===== src/rtl/spi_cmd_pkg.sv =====
// ==== spi_cmd_pkg : shared types and constants for the SPI command front-end ====
// Rev 1.0
`default_nettype none

package spi_cmd_pkg;

  localparam logic [7:0] CMD_DRAW   = 8'h01;
  localparam logic [7:0] CMD_WRITE  = 8'h02;
  localparam logic [7:0] CMD_STATUS = 8'h03;

  typedef enum logic [2:0] {
    IDLE    = 3'd0,
    CMD     = 3'd1,
    DRAW    = 3'd2,
    WR_SEL  = 3'd3,
    WR_DATA = 3'd4,
    STATUS  = 3'd5,
    IGNORE  = 3'd6
  } spi_state_t;

  typedef struct packed {
    logic [7:0]  id;
    logic [15:0] x;
    logic [15:0] y;
    logic [7:0]  scale;
  } draw_rec_t;

  // Occupancy field of the status byte is only five bits wide.
  function automatic logic [4:0] sat_count(input logic [31:0] n);
    return (n > 32'd31) ? 5'd31 : n[4:0];
  endfunction

endpackage

`default_nettype wire


===== src/rtl/sprite_cmd_fifo.sv =====
// ==== sprite_cmd_fifo : show-ahead synchronous FIFO of draw records ====
// Rev 1.0
`default_nettype none

module sprite_cmd_fifo
  import spi_cmd_pkg::*;
#(
  parameter int DEPTH = 16
) (
  input  logic                     clock,
  input  logic                     reset,
  input  logic                     push,
  input  draw_rec_t                push_data,
  input  logic                     pop,
  output draw_rec_t                head,
  output logic                     full,
  output logic                     empty,
  output logic [$clog2(DEPTH):0]   count
);

  localparam int AW = $clog2(DEPTH);

  draw_rec_t      mem [DEPTH];
  logic [AW-1:0]  wr_ptr;
  logic [AW-1:0]  rd_ptr;
  logic           do_push;
  logic           do_pop;

  assign empty   = (count == '0);
  assign full    = (count == (AW+1)'(DEPTH));
  assign do_pop  = pop && !empty;
  // A pop in the same cycle frees the slot, so a full FIFO still accepts the push.
  assign do_push = push && (!full || do_pop);
  assign head    = mem[rd_ptr];

  always_ff @(posedge clock) begin
    if (do_push) mem[wr_ptr] <= push_data;
  end

  always_ff @(posedge clock) begin
    if (reset) begin
      wr_ptr <= '0;
      rd_ptr <= '0;
      count  <= '0;
    end else begin
      if (do_push) wr_ptr <= wr_ptr + AW'(1);
      if (do_pop)  rd_ptr <= rd_ptr + AW'(1);
      case ({do_push, do_pop})
        2'b10:   count <= count + (AW+1)'(1);
        2'b01:   count <= count - (AW+1)'(1);
        default: count <= count;
      endcase
    end
  end

endmodule

`default_nettype wire


===== src/rtl/spi_cmd_frontend.sv =====
// ==== spi_cmd_frontend : oversampled SPI mode-0 slave decoding draw/write/status commands ====
// Rev 1.0
`default_nettype none

module spi_cmd_frontend
  import spi_cmd_pkg::*;
#(
  parameter int SPRITE_NUM   = 16,
  parameter int SPRITE_BYTES = 512,
  parameter int QUEUE_DEPTH  = 16,
  parameter int SYNC_STAGES  = 2
) (
  input  logic                             clock,
  input  logic                             reset,
  input  logic                             spi_sck,
  input  logic                             spi_cs,
  input  logic                             spi_mosi,
  output logic                             spi_miso,
  output logic [$clog2(SPRITE_NUM)-1:0]    w_select,
  output logic                             w_en,
  output logic [$clog2(SPRITE_BYTES)-1:0]  w_addr,
  output logic [7:0]                       w_data,
  input  logic                             dequeue,
  output logic                             is_empty,
  output logic [7:0]                       sprite_id,
  output logic [15:0]                      sprite_x,
  output logic [15:0]                      sprite_y,
  output logic [7:0]                       sprite_scale,
  output logic [$clog2(QUEUE_DEPTH):0]     queue_count,
  output logic                             overflow
);

  localparam int SEL_W    = $clog2(SPRITE_NUM);
  localparam int ADDR_W   = $clog2(SPRITE_BYTES);
  localparam int SETTLE   = SYNC_STAGES + 1;
  localparam int SETTLE_W = $clog2(SETTLE + 1);

  logic [SYNC_STAGES-1:0] sck_sync, cs_sync, mosi_sync;
  logic                   sck_prev, cs_prev;
  logic                   sck_s, cs_s, mosi_s;
  logic                   sck_rise, sck_fall, cs_rise, cs_fall;
  logic [SETTLE_W-1:0]    settle_cnt;
  logic                   settled;
  spi_state_t             state, state_next;
  logic [2:0]             bit_cnt;
  logic [7:0]             rx_byte;
  logic                   byte_done, ev, sel_ok;
  logic [2:0]             draw_idx;
  logic [39:0]            rec_sr;
  logic                   push;
  draw_rec_t              push_rec, head;
  logic                   fifo_full, fifo_drop;
  logic [ADDR_W-1:0]      addr;
  logic                   wr_full, wr_overrun, wr_overrun_set;
  logic                   status_load;
  logic [7:0]             status_sr;
  logic [3:0]             status_left;

  assign sck_s    = sck_sync[SYNC_STAGES-1];
  assign cs_s     = cs_sync[SYNC_STAGES-1];
  assign mosi_s   = mosi_sync[SYNC_STAGES-1];
  assign sck_rise = sck_s && !sck_prev;
  assign sck_fall = !sck_s && sck_prev;
  assign cs_rise  = cs_s && !cs_prev;
  assign cs_fall  = !cs_s && cs_prev;
  // The synchroniser comes out of reset showing cs high; wait until its output
  // and the edge register reflect the pin so an already-low cs is not seen as a fall.
  assign settled  = (settle_cnt == SETTLE_W'(SETTLE));

  always_ff @(posedge clock) begin
    if (reset) begin
      sck_sync   <= '0;
      cs_sync    <= '1;
      mosi_sync  <= '0;
      sck_prev   <= 1'b0;
      cs_prev    <= 1'b1;
      settle_cnt <= '0;
    end else begin
      sck_sync   <= {sck_sync[SYNC_STAGES-2:0], spi_sck};
      cs_sync    <= {cs_sync[SYNC_STAGES-2:0], spi_cs};
      mosi_sync  <= {mosi_sync[SYNC_STAGES-2:0], spi_mosi};
      sck_prev   <= sck_s;
      cs_prev    <= cs_s;
      if (!settled) settle_cnt <= settle_cnt + SETTLE_W'(1);
    end
  end

  always_ff @(posedge clock) begin
    if (reset) begin
      bit_cnt   <= '0;
      rx_byte   <= '0;
      byte_done <= 1'b0;
    end else begin
      byte_done <= 1'b0;
      if (cs_s || state == IDLE) begin
        bit_cnt <= '0;
      end else if (sck_rise) begin
        rx_byte   <= {rx_byte[6:0], mosi_s};
        bit_cnt   <= bit_cnt + 3'd1;
        byte_done <= (bit_cnt == 3'd7);
      end
    end
  end

  assign ev             = byte_done && !cs_rise;
  assign sel_ok         = (32'(rx_byte) < SPRITE_NUM);
  assign status_load    = (state == CMD) && ev && (rx_byte == CMD_STATUS);
  assign wr_overrun_set = (state == WR_DATA) && ev && wr_full;

  always_ff @(posedge clock) begin
    if (reset) state <= IDLE;
    else       state <= state_next;
  end

  always_comb begin
    state_next = state;
    case (state)
      IDLE: begin
        if (settled) begin
          if (cs_fall)    state_next = CMD;
          else if (!cs_s) state_next = IGNORE;
        end
      end
      CMD: begin
        if (ev) begin
          case (rx_byte)
            CMD_DRAW:   state_next = DRAW;
            CMD_WRITE:  state_next = WR_SEL;
            CMD_STATUS: state_next = STATUS;
            default:    state_next = IGNORE;
          endcase
        end
      end
      WR_SEL:  if (ev) state_next = sel_ok ? WR_DATA : IGNORE;
      DRAW, WR_DATA, STATUS, IGNORE: state_next = state;
      default: state_next = IDLE;
    endcase
    if (cs_rise) state_next = IDLE;
  end

  always_ff @(posedge clock) begin
    if (reset) begin
      draw_idx    <= '0;
      rec_sr      <= '0;
      push        <= 1'b0;
      push_rec    <= '0;
      w_select    <= '0;
      addr        <= '0;
      wr_full     <= 1'b0;
      w_en        <= 1'b0;
      w_addr      <= '0;
      w_data      <= '0;
      wr_overrun  <= 1'b0;
      overflow    <= 1'b0;
      status_sr   <= '0;
      status_left <= '0;
      spi_miso    <= 1'b0;
    end else begin
      push <= 1'b0;
      w_en <= 1'b0;

      if (state != DRAW) begin
        draw_idx <= '0;
      end else if (ev) begin
        rec_sr <= {rec_sr[31:0], rx_byte};
        if (draw_idx == 3'd5) begin
          draw_idx <= '0;
          push     <= 1'b1;
          push_rec <= {rec_sr, rx_byte};
        end else begin
          draw_idx <= draw_idx + 3'd1;
        end
      end

      if (state == WR_SEL && ev && sel_ok) begin
        w_select <= rx_byte[SEL_W-1:0];
        addr     <= '0;
        wr_full  <= 1'b0;
      end
      // The last slot address is written once; later bytes only raise wr_overrun.
      if (state == WR_DATA && ev && !wr_full) begin
        w_en   <= 1'b1;
        w_data <= rx_byte;
        w_addr <= addr;
        if (addr == ADDR_W'(SPRITE_BYTES - 1)) wr_full <= 1'b1;
        else                                   addr    <= addr + ADDR_W'(1);
      end

      if (wr_overrun_set)   wr_overrun <= 1'b1;
      else if (status_load) wr_overrun <= 1'b0;
      if (fifo_drop)        overflow   <= 1'b1;
      else if (status_load) overflow   <= 1'b0;

      if (status_load) begin
        status_sr   <= {overflow, wr_overrun, 1'b0, sat_count(32'(queue_count))};
        status_left <= 4'd8;
      end else if (state == STATUS && sck_fall && status_left != '0) begin
        status_sr   <= {status_sr[6:0], 1'b0};
        status_left <= status_left - 4'd1;
      end

      if (state == STATUS && !cs_s && sck_fall && status_left != '0) spi_miso <= status_sr[7];
      else if (state != STATUS || cs_s || sck_fall)                   spi_miso <= 1'b0;
    end
  end

  assign fifo_drop = push && fifo_full && !(dequeue && !is_empty);

  sprite_cmd_fifo #(
    .DEPTH (QUEUE_DEPTH)
  ) u_fifo (
    .clock     (clock),
    .reset     (reset),
    .push      (push),
    .push_data (push_rec),
    .pop       (dequeue),
    .head      (head),
    .full      (fifo_full),
    .empty     (is_empty),
    .count     (queue_count)
  );

  assign sprite_id    = is_empty ? '0 : head.id;
  assign sprite_x     = is_empty ? '0 : head.x;
  assign sprite_y     = is_empty ? '0 : head.y;
  assign sprite_scale = is_empty ? '0 : head.scale;

endmodule

`default_nettype wire


===== config.mk =====
export PLATFORM = sky130hd
export DESIGN_NAME = spi_cmd_frontend
export DESIGN_NICKNAME = d
export VERILOG_FILES = /design/src/rtl/spi_cmd_pkg.sv /design/src/rtl/sprite_cmd_fifo.sv /design/src/rtl/spi_cmd_frontend.sv
export SDC_FILE = /design/constraint.sdc
export NUM_CORES = 1
export LEC_CHECK = 0
export BUFFER_PORTS_ARGS = -buffer_cell sky130_fd_sc_hd__buf_4
export CORE_AREA = 4 4 260 262
export DETAILED_ROUTE_END_ITERATION = 6
export DIE_AREA = 0 0 264 266
export PLACE_DENSITY = 0.83
export RECOVER_POWER = 100
export SLEW_MARGIN = 30
export SYNTH_ARGS = -nofsm -noshare
export SYNTH_HDL_FRONTEND = slang
export SYNTH_HIERARCHICAL = 1
export SYNTH_SLANG_ARGS = --single-unit

===== constraint.sdc =====
create_clock -name clock -period 6 [get_ports clock]
set_input_delay 1.2 -clock clock [delete_from_list [all_inputs] [get_ports clock]]
set_output_delay 1.2 -clock clock [all_outputs]
set_load 0.01 [all_outputs]

==> results of run 1 <==
-- through the flow --
step / utilization (%) / hold slack [ns] / cell area (um^2) / setup WS (ns) / cells
after global placement: 58.0 / 0.400 / 37900 / 2.20 / 2943
after detailed placement: 58.0 / 0.405 / 37900 / 2.18 / 2944
after CTS: 62.3 / 0.421 / 40700 / 1.43 / 3104
final: 61.7 / 0.412 / 40300 / 0.847 / 3106
after floorplan: - / 0.389 / 36200 / 0.363 / 2082
after global routing: 61.7 / 0.441 / 40300 / 0.758 / 3106
-- cells by family (layout without fill, tap and decap cells) --
| kind of cell | after synthesis | in the layout | share of synthesized area, % |
|---|---|---|---|
| muxes | 238 | 238 | 13.2 |
| AOI/OAI and AO/OA | 249 | 249 | 4.50 |
| buffers and inverters | 147 | 307 | 1.75 |
| adders and majority gates | 15 | 15 | 0.539 |
| and+or+nand+nor | 473 | 473 | 6.10 |
| DFF | 949 | 949 | 73.6 |
| xor gates and xnor gates | 11 | 11 | 0.266 |
-- worst paths after layout --
kind	startpoint	endpoint	slack [ns]
max reg2reg	u_fifo/count[0]	u_fifo/mem[14][22]	0.85
max	u_fifo/count[0]	u_fifo/mem[14][22]	0.85
min	cs_sync[0]	cs_sync[1]	0.41
min reg2reg	cs_sync[0]	cs_sync[1]	0.41
-- power breakdown --
part / total, mW / switching, mW / internal [mW]
Combinational: 2.72 / 1.44 / 1.28
Sequential: 7.18 / 0.138 / 7.04
Clock: 5.41 / 2.42 / 2.99
-- cell type report --
| cell class | count | area, um^2 |
|---|---|---|
| Fill cell | 4389 | 25100 |
| Clock inverter | 53 | 452 |
| Multi-Input combinational cell | 986 | 9000 |
| Sequential cell | 949 | 26700 |
| Timing Repair Buffer | 127 | 712 |
| Tap cell | 864 | 1080 |
| Clock buffer | 107 | 2320 |
| Inverter | 20 | 75.1 |
-- Yosys cell counts, types with 3 or more instances --
| master | instances | area, um^2 |
|---|---|---|
| buf_2 | 34 | 170 |
| mux2i_1 | 45 | 450 |
| and2_1 | 3 | 18.8 |
| buf_4 | 5 | 37.5 |
| nand4_1 | 7 | 43.8 |
| o21ai_0 | 9 | 45.0 |
| nor3_1 | 19 | 95.1 |
| buf_1 | 6 | 22.5 |
| clkbuf_1 | 79 | 297 |
| and3_1 | 6 | 37.5 |
| and4_1 | 3 | 26.3 |
| a22oi_1 | 97 | 728 |
| o21a_1 | 3 | 22.5 |
| a21oi_1 | 102 | 510 |
| nand3_1 | 13 | 65.1 |
| or3b_2 | 4 | 35.0 |
| dfxtp_1 | 181 | 3620 |
| a211oi_1 | 6 | 45.0 |
| o31ai_1 | 3 | 22.5 |
| nand2_1 | 243 | 912 |
| ha_1 | 14 | 175 |
| nand2b_1 | 13 | 81.3 |
| a311oi_1 | 6 | 52.6 |
| nor3b_1 | 4 | 30.0 |
| o2111ai_1 | 3 | 26.3 |
| nor2b_1 | 62 | 388 |
| edfxtp_1 | 768 | 23100 |
| buf_6 | 3 | 33.8 |
| nor2_1 | 76 | 285 |
| inv_1 | 19 | 71.3 |
| xor2_1 | 6 | 52.6 |
| mux4_2 | 192 | 4320 |
| or2_2 | 7 | 43.8 |
| xnor2_1 | 5 | 43.8 |
-- cell usage in the layout, fill, tap and decap left out, types with 6 or more instances in the layout --
cell | Yosys | routed
a211oi_1 | 6 | 6
a21oi_1 | 102 | 102
a22oi_1 | 97 | 97
a311oi_1 | 6 | 6
and3_1 | 6 | 6
buf_12 | 0 | 6
buf_4 | 5 | 24
clkbuf_1 | 79 | 99
clkbuf_16 | 0 | 89
clkbuf_2 | 0 | 10
clkinv_1 | 0 | 15
clkinv_2 | 0 | 19
clkinvlp_4 | 0 | 7
dfxtp_1 | 181 | 179
edfxtp_1 | 768 | 768
ha_1 | 14 | 14
inv_1 | 19 | 20
mux2i_1 | 45 | 45
mux4_2 | 192 | 192
nand2_1 | 243 | 243
nand2b_1 | 13 | 13
nand3_1 | 13 | 13
nand4_1 | 7 | 7
nor2_1 | 76 | 65
nor2_4 | 0 | 11
nor2b_1 | 62 | 60
nor3_1 | 19 | 18
o21ai_0 | 9 | 11
or2_2 | 7 | 7
xor2_1 | 6 | 6
-- state kept, by name (all words and copies together) (netlist names), 2 cells and up, named ones only --
name,count
u_fifo/mem,768
settle_cnt,2
u_fifo/wr_ptr,4
bit_cnt,3
status_sr,8
draw_idx,3
addr,9
rx_byte,8
w_data,8
rec_sr,40
u_fifo/count,5
status_left,4
u_fifo/rd_ptr,4
w_select,4
sck_sync,2
cs_sync,2
state,3
w_addr,9
push_rec,48
mosi_sync,2
-- worst reg2reg max path, cell delays in order, from the launching register on --
cell      delay, ns
dfxtp_1        0.46
or4_1          0.39
o31a_1         0.29
nand2_1        0.18
nor2_1         2.25
clkbuf_1       1.18
-- routing by layer --
metal | up-vias | wire, um | GRT usage (%)
li1 | 8301 | - | -
met1 | 10100 | 30600 | 31.7
met2 | 1308 | 43400 | 41.3
met3 | 243 | 8530 | 5.07
met4 | 0 | 3480 | 10.0
met5 | - | 0 | 0
==> results.json, run 1 <==
{
  "ys_types": 62,
  "period_minus_slack_ns": 5.15,
  "synth.yosys.seq_area_share_pct": 73.6,
  "totalPowerFinal_mw": 15.3,
  "status": "finished, violations left",
  "port_buffers": 83,
  "start_util_pct": 55.4,
  "dr.pass1.iters": 6,
  "worstPathMaxFanout": 21,
  "crit_buf_inv": 1,
  "end_kind": "flop",
  "clock-sinks": 949,
  "syn-num-nets": 2103,
  "drv_cap": 19,
  "async_flop_share_pct": 0,
  "dp_hpwl_um": 42900,
  "slowest_delay_ns": 2.25,
  "ctsHoldBuffers": 0,
  "die-area_um2": 70200,
  "crit_family": "simple AND/OR/NAND/NOR gates",
  "syn_area_um2": 36200,
  "wl_per_cell_um": 27.7,
  "vias_per_cell": 6.44,
  "grt_max_degree": 94,
  "path_clk_slew_ns": 0.06,
  "fin_skew_ns": 0.0225,
  "ir_drop_uv": 271,
  "die_y_um": 266,
  "track_usage_pct": 24.5,
  "die_width_um": 264,
  "startpoint_type": "flop",
  "path_cells": "or4_1, o31a_1, nand2_1, nor2_1, clkbuf_1",
  "rows": 94,
  "nets": 2192,
  "finalSetupViolCount": 0,
  "synth-edff-count": 768,
  "drtAntennaViolNets": 0,
  "gr-total-overflow": 0,
  "antenna_found_initial": 0,
  "grt_setup_unrepaired": "false",
  "htree_levels": 3,
  "worstSkewPairLatency_ns": 0.65,
  "cts_tree": "built",
  "ios": 84,
  "cp_data_arrival_time_ns": 5.39,
  "area_growth_pct": 11.3,
  "timing.fmax_ghz": 0.194,
  "cts_made_buffers": 87,
  "root_buffer": "clkbuf_16",
  "postCtsResizedCells": 0,
  "cts_setup_buffers": 0,
  "routabilityCongestion": 0.800,
  "postSynthAreaPerCell_um2": 17.4,
  "critPathKind": "flop to flop",
  "grt_pass1_wl_um": 130000,
  "slew_headroom_pct": -182,
  "timing.final.hold_violations": 0,
  "cp_slowest_cell": "nor2_1",
  "fin_tns_setup_ns": 0,
  "power_density_nw_per_um2": 380,
  "cp_num_cells": 5,
  "hp-class": "flop to flop",
  "drv_slew": 797,
  "drt-initial-drc-count": 2689,
  "core_um2": 65400,
  "cts_buffer_depth": 3,
  "grt_pass1_vias": 20800,
  "wirelength_um": 86000,
  "drcViolationCount": 0,
  "diodes": 0,
  "hold_depth": 1,
  "critPathRequiredTime_ns": 6.24,
  "layout-drive-gt1-share_pct": 17.8,
  "max_slew.worst_pin.slew_ns": 4.23,
  "synth_cells": 2082,
  "violations": "max-capacitance violations, max-slew violations",
  "leakagePower_nw": 12.9,
  "vias": 20000,
  "synth_flop_cell": "edfxtp_1",
  "period_share_pct": 85.9,
  "ys_warn_count": 6,
  "r2r_cells": 5,
  "synth_seq_cells": 949
}
No activity file was read; power rests on OpenSTA's default activity.
==> inputs of run 2 (changes only) <==
--- a/config.mk
+++ b/config.mk
@@ -5,11 +5,12 @@
 export SDC_FILE = /design/constraint.sdc
 export NUM_CORES = 1
 export LEC_CHECK = 0
+export ABC_AREA = 1
 export BUFFER_PORTS_ARGS = -buffer_cell sky130_fd_sc_hd__buf_4
-export CORE_AREA = 4 4 260 262
+export CORE_AREA = 4 4 268 270
 export DETAILED_ROUTE_END_ITERATION = 6
-export DIE_AREA = 0 0 264 266
-export PLACE_DENSITY = 0.83
+export DIE_AREA = 0 0 272 274
+export PLACE_DENSITY = 0.86
 export RECOVER_POWER = 100
 export SLEW_MARGIN = 30
 export SYNTH_ARGS = -nofsm -noshare
==> constraint.sdc (replaced) <==
create_clock -name clock -period 4.68 [get_ports clock]
set_input_delay 0.936 -clock clock [delete_from_list [all_inputs] [get_ports clock]]
set_output_delay 0.936 -clock clock [all_outputs]
set_load 0.01 [all_outputs]
==> run 2 against run 1 <==
  * The flow finishes with violations (design-rule violations, max-capacitance violations, max-slew violations)
  * Via count increased by 31%
  * Power increased by 35%
  * Synthesized area up 6.2%
  * Largest power group unchanged
  * Final cell count is 45% higher
==> results.json, run 2 <==
{
  "rows": 97,
  "top_regs": "u_fifo/mem x768, push_rec x48, rec_sr x40",
  "critPathRequiredTime_ns": 4.94,
  "layout-drive-gt1-share_pct": 5.79,
  "synth_area_leaders": "edfxtp_1 60%, dfxtp_1 9.4%, inv_1 4.9%",
  "drv_cap": 22,
  "timing.final.hold_violations": 0,
  "period_share_pct": 89.8,
  "clock_power_share_pct": 35.8,
  "routabilityCongestion": 0.792,
  "fin_util_pct": 61.1,
  "regMostFlops": "u_fifo/mem",
  "dp_slack_ns": 1.42,
  "final_cell_mix": "768 x edfxtp_1, 503 x inv_1, 338 x nand3_1",
  "seq_area_um2": 26700,
  "combinationalPowerShare_pct": 19.7,
  "grt_pass1_wl_um": 139000,
  "synth-edff-count": 768,
  "area_growth_pct": 10.4,
  "multi_input_area_um2": 8890,
  "fin_tns_setup_ns": 0,
  "hp-class": "flop to flop",
  "largest_register_ffs": 768,
  "vias_per_cell": 5.81,
  "grt_max_degree": 183,
  "synth_seq_cells": 949,
  "ys_warn_count": 6,
  "postSynthAreaPerCell_um2": 11.1,
  "port_buffers": 83,
  "worstPathMaxFanout": 16,
  "synth_top_cell_area_share_pct": 59.9,
  "period_minus_slack_ns": 4.20,
  "syn-num-nets": 3485,
  "power_density_nw_per_um2": 487,
  "grt_pass1_vias": 25200,
  "slew_headroom_pct": -77.2,
  "cts_made_buffers": 91,
  "finalSetupViolCount": 0,
  "dr.pass1.iters": 7,
  "dp_hpwl_um": 48400,
  "grt_setup_unrepaired": "false",
  "power.net_switching_mw": 6.01,
  "htree_levels": 3,
  "hold_start": "mosi_sync[0]",
  "die-area_um2": 74500,
  "root_buffer": "clkbuf_16",
  "drtAntennaViolNets": 0,
  "end_kind": "flop",
  "critPathKind": "flop to flop",
  "fin_skew_ns": 0.0243,
  "ir_drop_uv": 340,
  "start_util_pct": 55.4,
  "setup.worst_path.start": "u_fifo/count[3]",
  "ys_types": 37,
  "vias": 26200,
  "drcViolationCount": 1,
  "layoutNonFillerInstCount": 4500,
  "leakagePower_nw": 15.9,
  "netlist_top_cells_count": "768 x edfxtp_1, 506 x inv_1, 337 x nand3_1",
  "async_flop_share_pct": 0,
  "nets": 3502,
  "final_common_cell": "edfxtp_1",
  "wl_per_cell_um": 20.3,
  "synth.most_common_cell": "edfxtp_1",
  "track_usage_pct": 23.9,
  "diodes": 0,
  "max_slew.worst_pin.slew_ns": 2.66,
  "gr-total-overflow": 0,
  "seqPwrFrac_pct": 44.4,
  "synth.largest_area_cell": "edfxtp_1",
  "path_clk_slew_ns": 0.06,
  "clock-sinks": 949,
  "cts_tree": "built",
  "die_width_um": 272,
  "postCtsResizedCells": 0,
  "worstReg2RegStart": "u_fifo/count[3]",
  "ios": 84,
  "wirelength_um": 91100,
  "cp_data_arrival_time_ns": 4.47,
  "status": "finished, violations left",
  "core_um2": 69500,
  "cts_buffer_depth": 3,
  "ctsHoldBuffers": 0,
  "p_int_mw": 14.7,
  "drt-initial-drc-count": 3530,
  "synth_flop_cell": "edfxtp_1",
  "timing.fmax_ghz": 0.238,
  "dp_cells": 4328,
  "layout_setup_ws_ns": 0.477,
  "synth.yosys.seq_area_share_pct": 69.3,
  "startpoint_type": "flop",
  "fin_hold_ws_ns": 0.409,
  "swShare_pct": 29.0,
  "syn_area_um2": 38500,
  "die_y_um": 274,
  "synth_cells": 3464,
  "cts_setup_buffers": 0,
  "num-fill-cells": 4950,
  "antenna_found_initial": 1,
  "drv_slew": 547,
  "violations": "design-rule violations, max-capacitance violations, max-slew violations",
  "worstSkewPairLatency_ns": 0.65
}
==> run 2: area by class of cell <==
class,instances,area share [%]
clock inverters,43,1.04
flip-flops and latches,949,62.8
multi-input cells,1799,20.9
well taps,940,2.77
clock buffers,129,6.10
repair buffers,130,1.89
inverters,510,4.52
==> run 2: per-layer routing <==
metal / GRT usage, % / vias to the layer above / share of wire, %
met4: 8.62 / 0 / 3.5
met3: 5.08 / 268 / 11
met5: 0 / - / 0
li1: - / 12000 / -
met2: 40.8 / 1554 / 49
met1: 30.5 / 12400 / 37
==> run 2: worst max-delay path, cell delays in order (launching register included) <==
cell      delay [ns]
dfxtp_1         0.44
nor2_1          0.10
nand3_1         0.12
o21ai_0         0.21
inv_1           0.21
nand2_1         0.21
nor2_1          1.75
clkbuf_2        0.77
==> run 2: cell families (layout without fill, tap and decap cells) <==
kind of cell    Yosys count  in the layout  share of synthesized area [%]
buf+inv                 716            812                           7.63
simple gates           1000           1000                           11.0
fa+ha+maj                15             15                          0.507
xor+xnor                  5              5                          0.114
flops                   949            949                           69.3
compound gates          779            779                           11.4
==> run 2: final timing paths <==
kind	to	slack, ns	cells after the start
worst min register to register	mosi_sync[1]	0.41	2
worst max register to register	u_fifo/mem[12][2]	0.48	7
worst max-delay path	u_fifo/mem[12][2]	0.48	7
worst min-delay path	mosi_sync[1]	0.41	2
==> run 2: power by group through the flow <==
stage	Sequential (mW)	Combinational, mW	Clock (mW)
floorplan	9.25	3.07	0
global placement	9.37	4.14	0
detailed placement	9.37	4.30	0
CTS	9.19	4.37	7.48
global route	9.20	4.54	7.87
finish	9.19	4.09	7.42
==> run 2: metrics by stage <==
stage | power, mW | instance area (um^2)
after detailed placement | 13.7 | 40000
after CTS | 21.0 | 43000
after floorplan | 12.3 | 38500
after global placement | 13.5 | 40000
after global routing | 21.6 | 42500
final | 20.7 | 42500
